File: config.mk
export PLATFORM = sky130hd
export DESIGN_NAME = signed_vector_vector_division
export DESIGN_NICKNAME = d
export VERILOG_FILES = /design/src/rtl/signed_vector_vector_division.sv
export SDC_FILE = /design/constraint.sdc
export NUM_CORES = 1
export LEC_CHECK = 0
export ABC_AREA = 1
export BUFFER_PORTS_ARGS = -buffer_cell sky130_fd_sc_hd__clkbuf_2
export CAP_MARGIN = 20
export CORE_AREA = 2 2 168 170
export CTS_BUF_LIST = sky130_fd_sc_hd__clkbuf_16
export DETAILED_ROUTE_END_ITERATION = 10
export DIE_AREA = 0 0 170 172
export PLACE_DENSITY = 0.81
export SYNTH_ARGS = -nofsm -noshare
export SYNTH_HDL_FRONTEND = slang
export SYNTH_SLANG_ARGS = --single-unit
export TNS_END_PERCENT = 1
File: constraint.sdc
create_clock -name clk -period 15.5 [get_ports clk]
set_input_delay 0.775 -clock clk [delete_from_list [all_inputs] [get_ports clk]]
set_output_delay 0.775 -clock clk [all_outputs]
set_load 0.005 [all_outputs]
File: src/rtl/signed_vector_vector_division.sv
// Three-lane iterative sign-magnitude divider: 28 restoring steps after acceptance, then DONE.
// Operands accepted only in IDLE; the result is held in DONE until out_ready, with no new accept meanwhile.
module signed_vector_vector_division #(
    parameter int SCALAR_WIDTH = 19,
    parameter int FRAC_BITS    = 10,
    parameter int VECTOR_WIDTH = 57
) (
    input  logic                    clk,
    input  logic                    rst,
    input  logic                    in_valid,
    output logic                    in_ready,
    input  logic [VECTOR_WIDTH-1:0] in_vector_1,
    input  logic [VECTOR_WIDTH-1:0] in_vector_2,
    output logic                    out_valid,
    input  logic                    out_ready,
    output logic [VECTOR_WIDTH-1:0] out_vector,
    output logic [2:0]              div_by_zero,
    output logic [2:0]              overflow
);
    localparam int MAG_W = SCALAR_WIDTH - 1;
    localparam int DIV_W = MAG_W + FRAC_BITS;
    localparam int CNT_W = $clog2(DIV_W);
    localparam logic [CNT_W-1:0] LAST_STEP = CNT_W'(DIV_W - 1);

    typedef enum logic [1:0] {IDLE, BUSY, DONE} state_t;

    state_t                      state_q, state_d;
    logic [2:0]                  sign_q, sign_d;
    logic [2:0][DIV_W-1:0]       dividend_q, dividend_d;
    logic [2:0][MAG_W-1:0]       divisor_q, divisor_d;
    logic [2:0][MAG_W-1:0]       rem_q, rem_d;
    logic [2:0][DIV_W-1:0]       quo_q, quo_d;
    logic [CNT_W-1:0]            cnt_q, cnt_d;
    logic [VECTOR_WIDTH-1:0]     out_vec_q, out_vec_d;
    logic [2:0]                  dbz_q, dbz_d;
    logic [2:0]                  ovf_q, ovf_d;

    logic [2:0][MAG_W:0]         rem_shift;
    logic [2:0][MAG_W:0]         rem_diff;
    logic [2:0]                  qbit;
    logic [2:0][MAG_W-1:0]       res_mag;

    always_comb begin
        state_d    = state_q;
        sign_d     = sign_q;
        dividend_d = dividend_q;
        divisor_d  = divisor_q;
        rem_d      = rem_q;
        quo_d      = quo_q;
        cnt_d      = cnt_q;
        out_vec_d  = out_vec_q;
        dbz_d      = dbz_q;
        ovf_d      = ovf_q;
        rem_shift  = '0;
        rem_diff   = '0;
        qbit       = '0;
        res_mag    = '0;

        case (state_q)
            IDLE: begin
                if (in_valid) begin
                    for (int l = 0; l < 3; l++) begin
                        sign_d[l]     = in_vector_1[l*SCALAR_WIDTH + MAG_W]
                                      ^ in_vector_2[l*SCALAR_WIDTH + MAG_W];
                        dividend_d[l] = {in_vector_1[l*SCALAR_WIDTH +: MAG_W], {FRAC_BITS{1'b0}}};
                        divisor_d[l]  = in_vector_2[l*SCALAR_WIDTH +: MAG_W];
                    end
                    rem_d   = '0;
                    quo_d   = '0;
                    cnt_d   = '0;
                    state_d = BUSY;
                end
            end
            BUSY: begin
                for (int l = 0; l < 3; l++) begin
                    rem_shift[l] = {rem_q[l], dividend_q[l][DIV_W-1]};
                    rem_diff[l]  = rem_shift[l] - {1'b0, divisor_q[l]};
                    qbit[l]      = (rem_shift[l] >= {1'b0, divisor_q[l]});
                    rem_d[l]     = qbit[l] ? rem_diff[l][MAG_W-1:0] : rem_shift[l][MAG_W-1:0];
                    quo_d[l]     = (quo_q[l] << 1) | DIV_W'(qbit[l]);
                    dividend_d[l] = dividend_q[l] << 1;
                end
                cnt_d = cnt_q + CNT_W'(1);
                if (cnt_q == LAST_STEP) begin
                    // Zero divisor takes priority: its all-ones quotient must not raise overflow.
                    for (int l = 0; l < 3; l++) begin
                        dbz_d[l] = 1'b0;
                        ovf_d[l] = 1'b0;
                        if (divisor_q[l] == '0) begin
                            res_mag[l] = '1;
                            dbz_d[l]   = 1'b1;
                        end else if (quo_d[l][DIV_W-1:MAG_W] != '0) begin
                            res_mag[l] = '1;
                            ovf_d[l]   = 1'b1;
                        end else begin
                            res_mag[l] = quo_d[l][MAG_W-1:0];
                        end
                        out_vec_d[l*SCALAR_WIDTH +: SCALAR_WIDTH] = {sign_q[l], res_mag[l]};
                    end
                    state_d = DONE;
                end
            end
            DONE: begin
                if (out_ready) begin
                    state_d = IDLE;
                end
            end
            default: state_d = IDLE;
        endcase
    end

    always_ff @(posedge clk or posedge rst) begin
        if (rst) begin
            state_q    <= IDLE;
            sign_q     <= '0;
            dividend_q <= '0;
            divisor_q  <= '0;
            rem_q      <= '0;
            quo_q      <= '0;
            cnt_q      <= '0;
            out_vec_q  <= '0;
            dbz_q      <= '0;
            ovf_q      <= '0;
        end else begin
            state_q    <= state_d;
            sign_q     <= sign_d;
            dividend_q <= dividend_d;
            divisor_q  <= divisor_d;
            rem_q      <= rem_d;
            quo_q      <= quo_d;
            cnt_q      <= cnt_d;
            out_vec_q  <= out_vec_d;
            dbz_q      <= dbz_d;
            ovf_q      <= ovf_d;
        end
    end

    assign in_ready    = (state_q == IDLE) & ~rst;
    assign out_valid   = (state_q == DONE);
    assign out_vector  = out_vec_q;
    assign div_by_zero = dbz_q;
    assign overflow    = ovf_q;
endmodule
-- Word level (Yosys, flattened, before mapping)
Index checks and enable logic that the tools add are counted.
Widths: inputs -> output; s select.
- register bits after elaboration: 346
- input bits: 118
- output and inout port bits: 65
- logic and storage cells: 81
- $add $sub $neg: 4
- magnitude comparators: 3
- equality and inequality tests: 6
- muxes and demuxes: 30
- bitwise gates (word level): 8
- reductions and logical operators: 12
- operator list (kind ; number):
    $pmux 84 s2 ; 1
    $pmux 83 s2 ; 1
    $mux 18 ; 9
    $pmux 54 s2 ; 1
    $mux 84 ; 1
    $or 28x1->28 ; 3
    $mux 83 ; 1
    $ge 19x18->1 ; 3
    $logic_not 18->1 ; 3
    $mux 54 ; 1
    $sub 18x18->18 ; 3
    $reduce_bool 10->1 ; 3
    $pmux 5 s2 ; 1
    $mux 1 ; 9
    $mux 2 ; 3
    $pmux 2 s3 ; 1
    $reduce_and 2->1 ; 3
    $add 5x1->5 const B ; 1
    $eq 5x5->1 const B ; 1
    $mux 5 ; 1
    $ne 2x2->1 const B ; 2
    $reduce_and 3->1 ; 1
    $xor 1x1->1 ; 3
    $eq 2x1->1 const B ; 1
    6 further kinds ; 6

-- Longest topological paths before layout
Gate-level depths: netlist of run 1.
- depth in word-level cells: 5
- gate-level depth with buffers: 16
- mapped depth without buffers: 16

-- Worst setup path before layout of run 1
OpenSTA, ideal clock, no wires.
- path type: register to register
- start point: register rem_q[15] (netlist name)
- end point: register rem_q[0] (netlist name)
- library setup time: 0.130 ns
- arrival: 1.831 ns
- setup slack: 13.539 ns
- stages on the path, launching flop included: 9
- path buffers: 1
- path through: dfrtp_1 > ha_1 > a21oi_1 > o21ai_0 > a21oi_2 > clkbuf_1 > nand3_1 > nand3_1 > o21ai_0
- cells in the longest elaborated chain, start to end: 3
- RTL lines (what ; RTL line ; text):
    from (decl) ; 31 ; logic [2:0][MAG_W-1:0] rem_q, rem_d;
    from (signal assigned) ; 129 ; rem_q <= rem_d;
    $ge 19x18->1 ; 78 ; qbit[l] = (rem_shift[l] >= {1'b0, divisor_q[l]});
    $mux 18 ; 79 ; rem_d[l] = qbit[l] ? rem_diff[l][MAG_W-1:0] : rem_shift[l][MAG_W-1:0];
    $pmux 54 s2 ; 59 ; case (state_q)
No other way between the ends.
A chain may end at the register's enable or synchronous reset.

-- Worst setup path in the final report of run 1
- start point: register state_q[0]
- end point: register quo_q[46] (netlist name)
- cells in the longest elaborated chain, start to end: 3
- elaborated cells between the ends (all ways): 6
- classes of those cells: 2 x eq/ne; 1 x mux; 3 x reduce/logical
- RTL lines (what ; RTL line ; text):
    from (decl) ; 27 ; state_t state_q, state_d;
    from (signal assigned) ; 125 ; state_q <= state_d;
    $eq 2x1->1 or $logic_not 2->1 (tied branches) ; 59 ;
    $reduce_bool 2->1 (no source line) or $ne 2x2->1 (tied branches) ; n/a ;
    $reduce_and 2->1 (no source line) ; n/a ;
    to (signal assigned) ; 130 ; quo_q <= quo_d;
    to (decl) ; 32 ; logic [2:0][DIV_W-1:0] quo_q, quo_d;
Parallel ways exist; a longest one is shown, timed or not.

==> results of run 1 <==
-- through the flow --
stage | power (mW) | std cells | area (um2) | hold WS (ns)
2_1_floorplan | 3.445 | 2015 | 16240 | 0.4492
3_3_place_gp | 3.954 | 2469 | 17330 | 0.4591
3_5_place_dp | 4.044 | 2469 | 17330 | 0.4662
4_1_cts | 4.843 | 2527 | 18380 | 0.4144
5_1_grt | 5.341 | 2529 | 18410 | 0.4318
6_report | 4.849 | 2529 | 18410 | 0.4279
-- kinds of logic after synthesis --
logic type	after synthesis	share of synthesized area [%]
and+or+nand+nor	892	23.95
buffers and inverters	406	9.616
AOI/OAI and AO/OA	318	11.78
DFF	316	48.69
adders and majority gates	58	4.607
xor gates and xnor gates	25	1.348
-- flip-flops by register name, summed over array words and instances, names as in the netlist --
name,count
divisor_q,54
div_by_zero,3
cnt_q,5
overflow,3
sign_q,3
out_vector,57
dividend_q,54
rem_q,54
quo_q,81
state_q,2
-- power groups by stage --
stage,Clock (mW),Combinational [mW],Sequential (mW)
after floorplan,0,2.07,1.37
after global placement,0,2.56,1.40
after detailed placement,0,2.63,1.41
after CTS,0.781,2.66,1.40
after global routing,0.819,3.08,1.44
final,0.768,2.68,1.40
-- layer usage --
metal	GRT usage, %	routed length [um]	vias up	share of wire [%]
li1	-	-	6852	-
met1	36.17	17190	6602	45
met2	44.53	18200	366	48
met3	3.868	1993	73	5.2
met4	8.436	874	0	2.3
met5	0	0	-	0
-- how the worst max path moves through the flow --
stage,start,slack (ns),depth (start not counted),endpoint
2_1_floorplan,rst,5.98,1,cnt_q[0]$_DFFE_PP0P_
3_3_place_gp,in_valid,12.29,8,quo_q[0]$_DFFE_PP0P_
3_5_place_dp,in_valid,12.24,8,quo_q[48]$_DFFE_PP0P_
4_1_cts,state_q[0]$_DFFE_PP0P_,12.33,8,quo_q[44]$_DFFE_PP0P_
5_1_grt,state_q[0]$_DFFE_PP0P_,12.00,8,rem_q[2]$_DFFE_PP0P_
6_report,state_q[0]$_DFFE_PP0P_,12.30,8,quo_q[46]$_DFFE_PP0P_
-- cell usage after synthesis (all sizes together) --
cell / instances
a22oi: 1
a221oi: 51
nor4: 3
or2: 3
nor3: 69
a21oi: 90
nor2: 121
and2: 1
o21bai: 2
ha: 55
inv: 322
o21a: 3
xor2: 2
xnor2: 23
nand2: 513
o22ai: 81
dfrtp: 316
a22o: 1
o31ai: 1
nand4: 15
and3: 1
clkbuf: 49
fa: 3
nand3b: 53
o21ai: 88
nand3: 113
buf: 35
-- layout make-up --
| cell class | count | area (um2) | area share (%) |
|---|---|---|---|
| flip-flops and latches | 316 | 7908 | 42.95 |
| multi-input cells | 1293 | 6773 | 36.79 |
| inverters | 322 | 1216 | 6.606 |
| repair buffers | 193 | 1026 | 5.573 |
| clock buffers | 36 | 900.9 | 4.893 |
| well taps | 346 | 432.9 | 2.351 |
| clock inverters | 22 | 152.6 | 0.8291 |
| diodes | 1 | 2.502 | 0.01359 |
==> summary.md, run 1 <==
| Metric | Value |
|---|---|
| Post-cts resize count | 0 |
| Worst min-delay path class | input port to async pin |
| CP Capture Type | register |
| HPWL after DPL | between 20 and 30 mm |
| Initial Util | between 50% and 60% |
| Worst R2R End | quo_q[46]$_DFFE_PP0P_ |
| # H-tree levels | 2 |
| Power per Cell Area | approximately 260 nW/um2 |
| Total iterations of the first detailed-routing run | 5 |
| Clk sink count | approximately 320 |
| DRC viols | 0 |
| Largest net degree at the start of global routing | about 180 |
| Final Hold Violating Endpoints | 0 |
| RePlAce Congestion | 0.9288 |
| Port Buffers | approximately 180 |
| Cell variety after synth | 37 |
| Final setup fails | 0 |
| Top cells by area, synth | dfrtp_1 (49%), nand2_1 (12%), inv_1 (7.3%) |
| Inserted Clock Buffers | 35 |
| Top cell type's share of synthesized area | 48.69% |
| Num ports | between 150 and 200 |
| Mapped Cells | between 2,000 and 2,500 |
| Filler instances | about 2,300 |
| Warnings from Yosys | 0 |
| CP Max Fanout | between 100 and 150 |
| Routed vias | approximately 14,000 |
| Width of the die | 170 um |
| Post-CTS setup buffers | 0 |
| Core area | 27,480 um2 |
| Via density | ~5.5 |
| Initial antenna violation count | 1 |
| Worst-Skew Late Latency | ~0.52 ns |
| CP delay by family, top | buffers and inverters |
| Initial DRC Count | 976 |
| Synth-to-Final Area Change | 13.38% |
| Die H | roughly 170 um |
| Final setup TNS | 0 ns |
| Internal power | roughly 2.7 mW |
| Root Driver | clkbuf_16 |
| Crit share post-route | between 20% and 30% |
| Pre-CTS WS | between 10 and 15 ns |
| Startpoint types | register |
| Hold_buf cts | 0 |
| Measured slew at the worst slew-check pin | roughly 1.1 ns |
| Outcome | finished, final reports clean |
| Share of power burned in registers | 28.9% |
| Slew Limit Fails | 0 |
| Max_cap viols | 0 |
| Commonest non-fill, non-tap cell in the layout | nand2_1 |
| Crit path buf inv count | 4 |
| Worst IR Drop VDD | around 0.00014 V |
| Most frequent cells in the layout | nand2_1 (509), inv_1 (318), dfrtp_1 (316) |
| DR WL/cell | between 15 and 20 um |
| Switch share | between 40 and 50% |
| Largest area contributor in the netlist | dfrtp_1 |
| Clk slew on worst S/H paths | 0.06 ns |
| Average size of a mapped cell | 8.059 um2 |
| RSZ-0062 raised after global routing | false |
| Util after Layout | around 67% |
| Buffer depth of the longest clock path | 3 |
| Slew HR | 29.65% |
| Fin crit period | 3.199 ns |
| Number of nets with antenna violations after routing | 0 |
| Sequential share of the synthesized area | slightly below 50% |
| Synth Register Bits | about 320 |
| CP max stage cell | buf_4 |
| Vias in the first global route | ~13,000 |
| Worst reg2reg startpoint | state_q[0]$_DFFE_PP0P_ |
| Crit path largest cell delay | approximately 0.68 ns |
| Reg2Reg Setup Slack | around 12 ns |
| FF-to-FF path depth | 8 |
| Setup WS post-layout | 12.30 ns |
| Combinational power share | roughly 55% |
| CTS tree | built |
| Fmax | between 0.3 and 0.4 GHz |
| Share of cells above drive strength 1 | 12.05% |
| Worst EP arrival | approximately 3.6 ns |
| # rows | 61 |
| Synth Cell Area | between 15,000 and 20,000 um2 |
| Die ar. | just under 30,000 um2 |
| Clk_skew | 0.01819 ns |
| Post-Route WL | 38.26 mm |
| Worst path cell trace | nor2_1 > nand2_2 > inv_2 > buf_4 > nor2_4 > inv_2 > buf_4 > o22ai_1 |
| Layout net count | between 2,000 and 2,500 |
| Worst path required time | roughly 16 ns |
| Clk pwr share | between 10% and 20% |
| Crit path kind | register to register |
| Gr usage total | between 20% and 30% |
| Post-synth net total | about 2,200 |
| Lkg Pwr | roughly 9.6 nW |
| First-pass GRT wire length | ~64 mm |
| Net Switching | about 2.2 mW |
| GRT Residual Overflow | 0 |
(Power assumes the default switching activity.)
==> run 2: changes to the inputs <==
--- a/config.mk
+++ b/config.mk
@@ -5,14 +5,14 @@
 export SDC_FILE = /design/constraint.sdc
 export NUM_CORES = 1
 export LEC_CHECK = 0
-export ABC_AREA = 1
+export ABC_AREA = 0
 export BUFFER_PORTS_ARGS = -buffer_cell sky130_fd_sc_hd__clkbuf_2
 export CAP_MARGIN = 20
-export CORE_AREA = 2 2 168 170
+export CORE_AREA = 2 2 175 177
 export CTS_BUF_LIST = sky130_fd_sc_hd__clkbuf_16
 export DETAILED_ROUTE_END_ITERATION = 10
-export DIE_AREA = 0 0 170 172
-export PLACE_DENSITY = 0.81
+export DIE_AREA = 0 0 177 179
+export PLACE_DENSITY = 0.76
 export SYNTH_ARGS = -nofsm -noshare
 export SYNTH_HDL_FRONTEND = slang
 export SYNTH_SLANG_ARGS = --single-unit
==> constraint.sdc (replaced) <==
create_clock -name clk -period 2.9 [get_ports clk]
set_input_delay 0.145 -clock clk [delete_from_list [all_inputs] [get_ports clk]]
set_output_delay 0.145 -clock clk [all_outputs]
set_load 0.005 [all_outputs]
==> summary.md, run 2 <==
| Metric | Value |
|---|---|
| Outcome | finished, final reports clean |
| CP Capture Type | register |
| Top cells by area, synth | dfrtp_1 (51%), nand2_1 (9.0%), o21ai_0 (5.6%) |
| HPWL after DPL | 24.35 mm (-4.3%) |
| DR WL/cell | 16.56 um (+9.5%) |
| Worst EP arrival | 3.16 ns (-0.41 ns) |
| Die H | 179 um (+4.1%) |
| Total iterations of the first detailed-routing run | 5 (unchanged) |
| Warnings from Yosys | 0 (unchanged) |
| Crit share post-route | 93.92% (+73 points) |
| Multi-input gate area | 6968 um2 (+2.9%) |
| Area after DPL | 16,890 um2 (-2.5%) |
| Clk slew on worst S/H paths | 0.06 ns (about the same) |
| Port Buffers | 182 (unchanged) |
| Crit path kind | register to register |
| Top reg by flops | quo_q |
| Critical Path Source | divisor_q[40]$_DFFE_PP0P_ |
| Average size of a mapped cell | 9.118 um2 (+13%) |
| Post-route cell area | 19,110 um2 (+3.8%) |
| Layout net count | 2,137 (-8.6%) |
| Mapped Cells | 1,708 (-15%) |
| Fin crit period | 2.724 ns (-0.4755 ns) |
| Vias in the first global route | 13,400 (-0.16%) |
| # rows | 64 (+4.9%) |
| Inserted Clock Buffers | 34 (-2.9%) |
| Max reg flops | 81 (unchanged) |
| CTS tree | built |
| Initial Util | 51.86% (-7.2 points) |
| Power per Cell Area | 1233 nW/um2 (+370%) |
| Worst path required time | 3.34 ns (-12.53 ns) |
| Measured slew at the worst slew-check pin | 0.7626 ns (-0.2926 ns) |
| Final setup fails | 0 (unchanged) |
| Max_cap viols | 0 (unchanged) |
| Startpoint types | register |
| Core area | 30,030 um2 (+9.3%) |
| Num ports | 183 (unchanged) |
| Lkg Pwr | 8.760 nW (-9.1%) |
| Worst hold slack | 0.2578 ns (-0.1700 ns) |
| Die ar. | 31,680 um2 (+8.4%) |
| Synth-to-Final Area Change | 22.72% |
| Worst R2R End | rem_q[36]$_DFFE_PP0P_ |
| Worst reg2reg startpoint | divisor_q[40]$_DFFE_PP0P_ |
| Sequential share of the synthesized area | 50.78% (+2.1 points) |
| Reg2Reg Setup Slack | 0.18 ns (-12.12 ns) |
| Routed vias | 13,550 (-2.4%) |
| Top cell type's share of synthesized area | 50.78% (+2.1 points) |
| Share of cells above drive strength 1 | 14.17% (+2.1 points) |
| Initial antenna violation count | 1 (unchanged) |
| Worst IR Drop VDD | 0.0005812 V (+310%) |
| RSZ-0062 raised after global routing | false |
| Largest area contributor in the netlist | dfrtp_1 |
| Slew Limit Fails | 0 (unchanged) |
| Synth top cells by count | nand2_1 (375), dfrtp_1 (316), o21ai_0 (173), nand3_1 (106), clkbuf_1 (89) |
| Synth Register Bits | 316 (unchanged) |
| DRC viols | 0 (unchanged) |
| Ys flop type | dfrtp_1 |
| Initial DRC Count | 1,027 (+5.2%) |
| Clk_skew | 0.01018 ns (-0.008015 ns) |
| Layout Cells excl Fill | 2,380 (-5.9%) |
| Synth Cell Area | 15,570 um2 (-4.1%) |
| Top-count cell post-synth | nand2_1 |
| Clk sink count | 316 (unchanged) |
| CP Max Fanout | 22 (-80%) |
| Cell variety after synth | 69 (+86%) |
| Via density | 5.695 (+3.7%) |
| Gr usage total | 24.98% (-1.6 points) |
| Worst-Skew Late Latency | 0.51 ns (about the same) |
| Slew HR | 49.16% (+20 points) |
| Sequential cell area | 7908 um2 (unchanged) |
| # H-tree levels | 2 (unchanged) |
| EDFF count, synth | 0 (unchanged) |
| Number of nets with antenna violations after routing | 0 (unchanged) |
| Post-Route WL | 39.42 mm (+3.0%) |
| FF-to-FF path depth | 10 (+2) |
| Worst min-delay path class | input port to async pin |
| Root Driver | clkbuf_16 |
| Post-CTS setup buffers | 0 (unchanged) |
| Post-synth net total | 1,884 (-14%) |
| Commonest non-fill, non-tap cell in the layout | nand2_1 |
| GRT Residual Overflow | 0 (unchanged) |
| Fmax | 0.3671 GHz (+17%) |
| Final Hold Violating Endpoints | 0 (unchanged) |
| First-pass GRT wire length | 65.25 mm (+2.0%) |
| Most frequent cells in the layout | nand2_1 (373), dfrtp_1 (316), clkbuf_2 (182) |
| Filler instances | 2,409 (+3.8%) |
| Pwr Total | 23.57 mW (+390%) |
| Largest net degree at the start of global routing | 149 (-19%) |
| Critical Path Sink | rem_q[36]$_DFFE_PP0P_ |
| Final setup TNS | 0 ns (unchanged) |
| Buffer depth of the longest clock path | 3 (unchanged) |
| Ys async rst share | 100.0% (unchanged) |
| Cells after DPL | 2,205 (-11%) |
| RePlAce Congestion | 0.9018 (-2.9%) |
| Width of the die | 177 um (+4.1%) |
run 2: cell type report:
cell class / count / area share, %
antenna: 1 / 0.01309
clock buffer: 35 / 4.583
clock inverter: 23 / 0.9362
inverter: 76 / 1.512
multi-input combinational: 1207 / 36.46
sequential: 316 / 41.37
tap: 396 / 2.592
timing repair buffer: 326 / 12.53
run 2: logic make-up (layout without fill, tap and decap cells):
logic type / Yosys count / after routing / synth area share, %
adders and majority gates: 58 / 58 / 4.804
buffers and inverters: 185 / 460 / 4.716
muxes: 21 / 21 / 1.398
xor gates and xnor gates: 44 / 44 / 2.474
AOI/OAI and AO/OA: 436 / 436 / 17.83
DFF: 316 / 316 / 50.78
other: 0 / 1 / 0
and+or+nand+nor: 648 / 648 / 18.00
run 2: worst max-delay path, cell delays in order, from the launching register on:
cell and delay (ns):
dfrtp_1 0.35, inv_1 0.06, ha_1 0.38, a21o_1 0.20, a31oi_1 0.17, nand2_1 0.11, a311o_1 0.50, a31oi_4 0.29
buf_12 0.21, mux2i_1 0.23, a22o_1 0.16
run 2: timing repair:
action / CTS / global route
hold endpoints to repair: 134 / 0
hold buffers: 116 / 0
resized for setup: 0 / 4
endpoints found under the setup margin: 0 / 15
run 2: worst min path at each step:
stage,start,endpoint,slack [ns],cells after the start
finish,rst,quo_q[32]$_DFFE_PP0P_,0.26,3
global route,rst,out_vector[33]$_DFFE_PP0P_,0.31,3
CTS,rst,out_vector[31]$_DFFE_PP0P_,0.26,3
detailed placement,rst,out_vector[31]$_DFFE_PP0P_,0.24,2
global placement,rst,out_vector[32]$_DFFE_PP0P_,0.24,2
floorplan,in_vector_1[0],dividend_q[10]$_DFFE_PP0P_,0.25,2
run 2: routing by layer:
layer	track usage [%]	up-vias	share of wire [%]
met5	0	-	0
met4	7.438	0	2.4
met3	4.156	77	5.7
met2	41.07	425	47
met1	34.17	6585	45
li1	-	6467	-
run 2: metrics by stage:
| step | util, % | setup WS [ns] |
|---|---|---|
| 6_report | 63.65 | 0.1763 |
| 5_1_grt | 63.65 | 0.002528 |
| 4_1_cts | 63.61 | 0.1164 |
| 3_5_place_dp | 56.23 | 0.1351 |
| 3_3_place_gp | 56.23 | 0.2389 |
| 2_1_floorplan | - | -1.456 |
run 2: power by group:
part           internal, mW  switching (mW)
Combinational          5.02            6.94
Sequential             6.22            1.22
Clock                  2.44            1.72
Total                  13.7            9.88
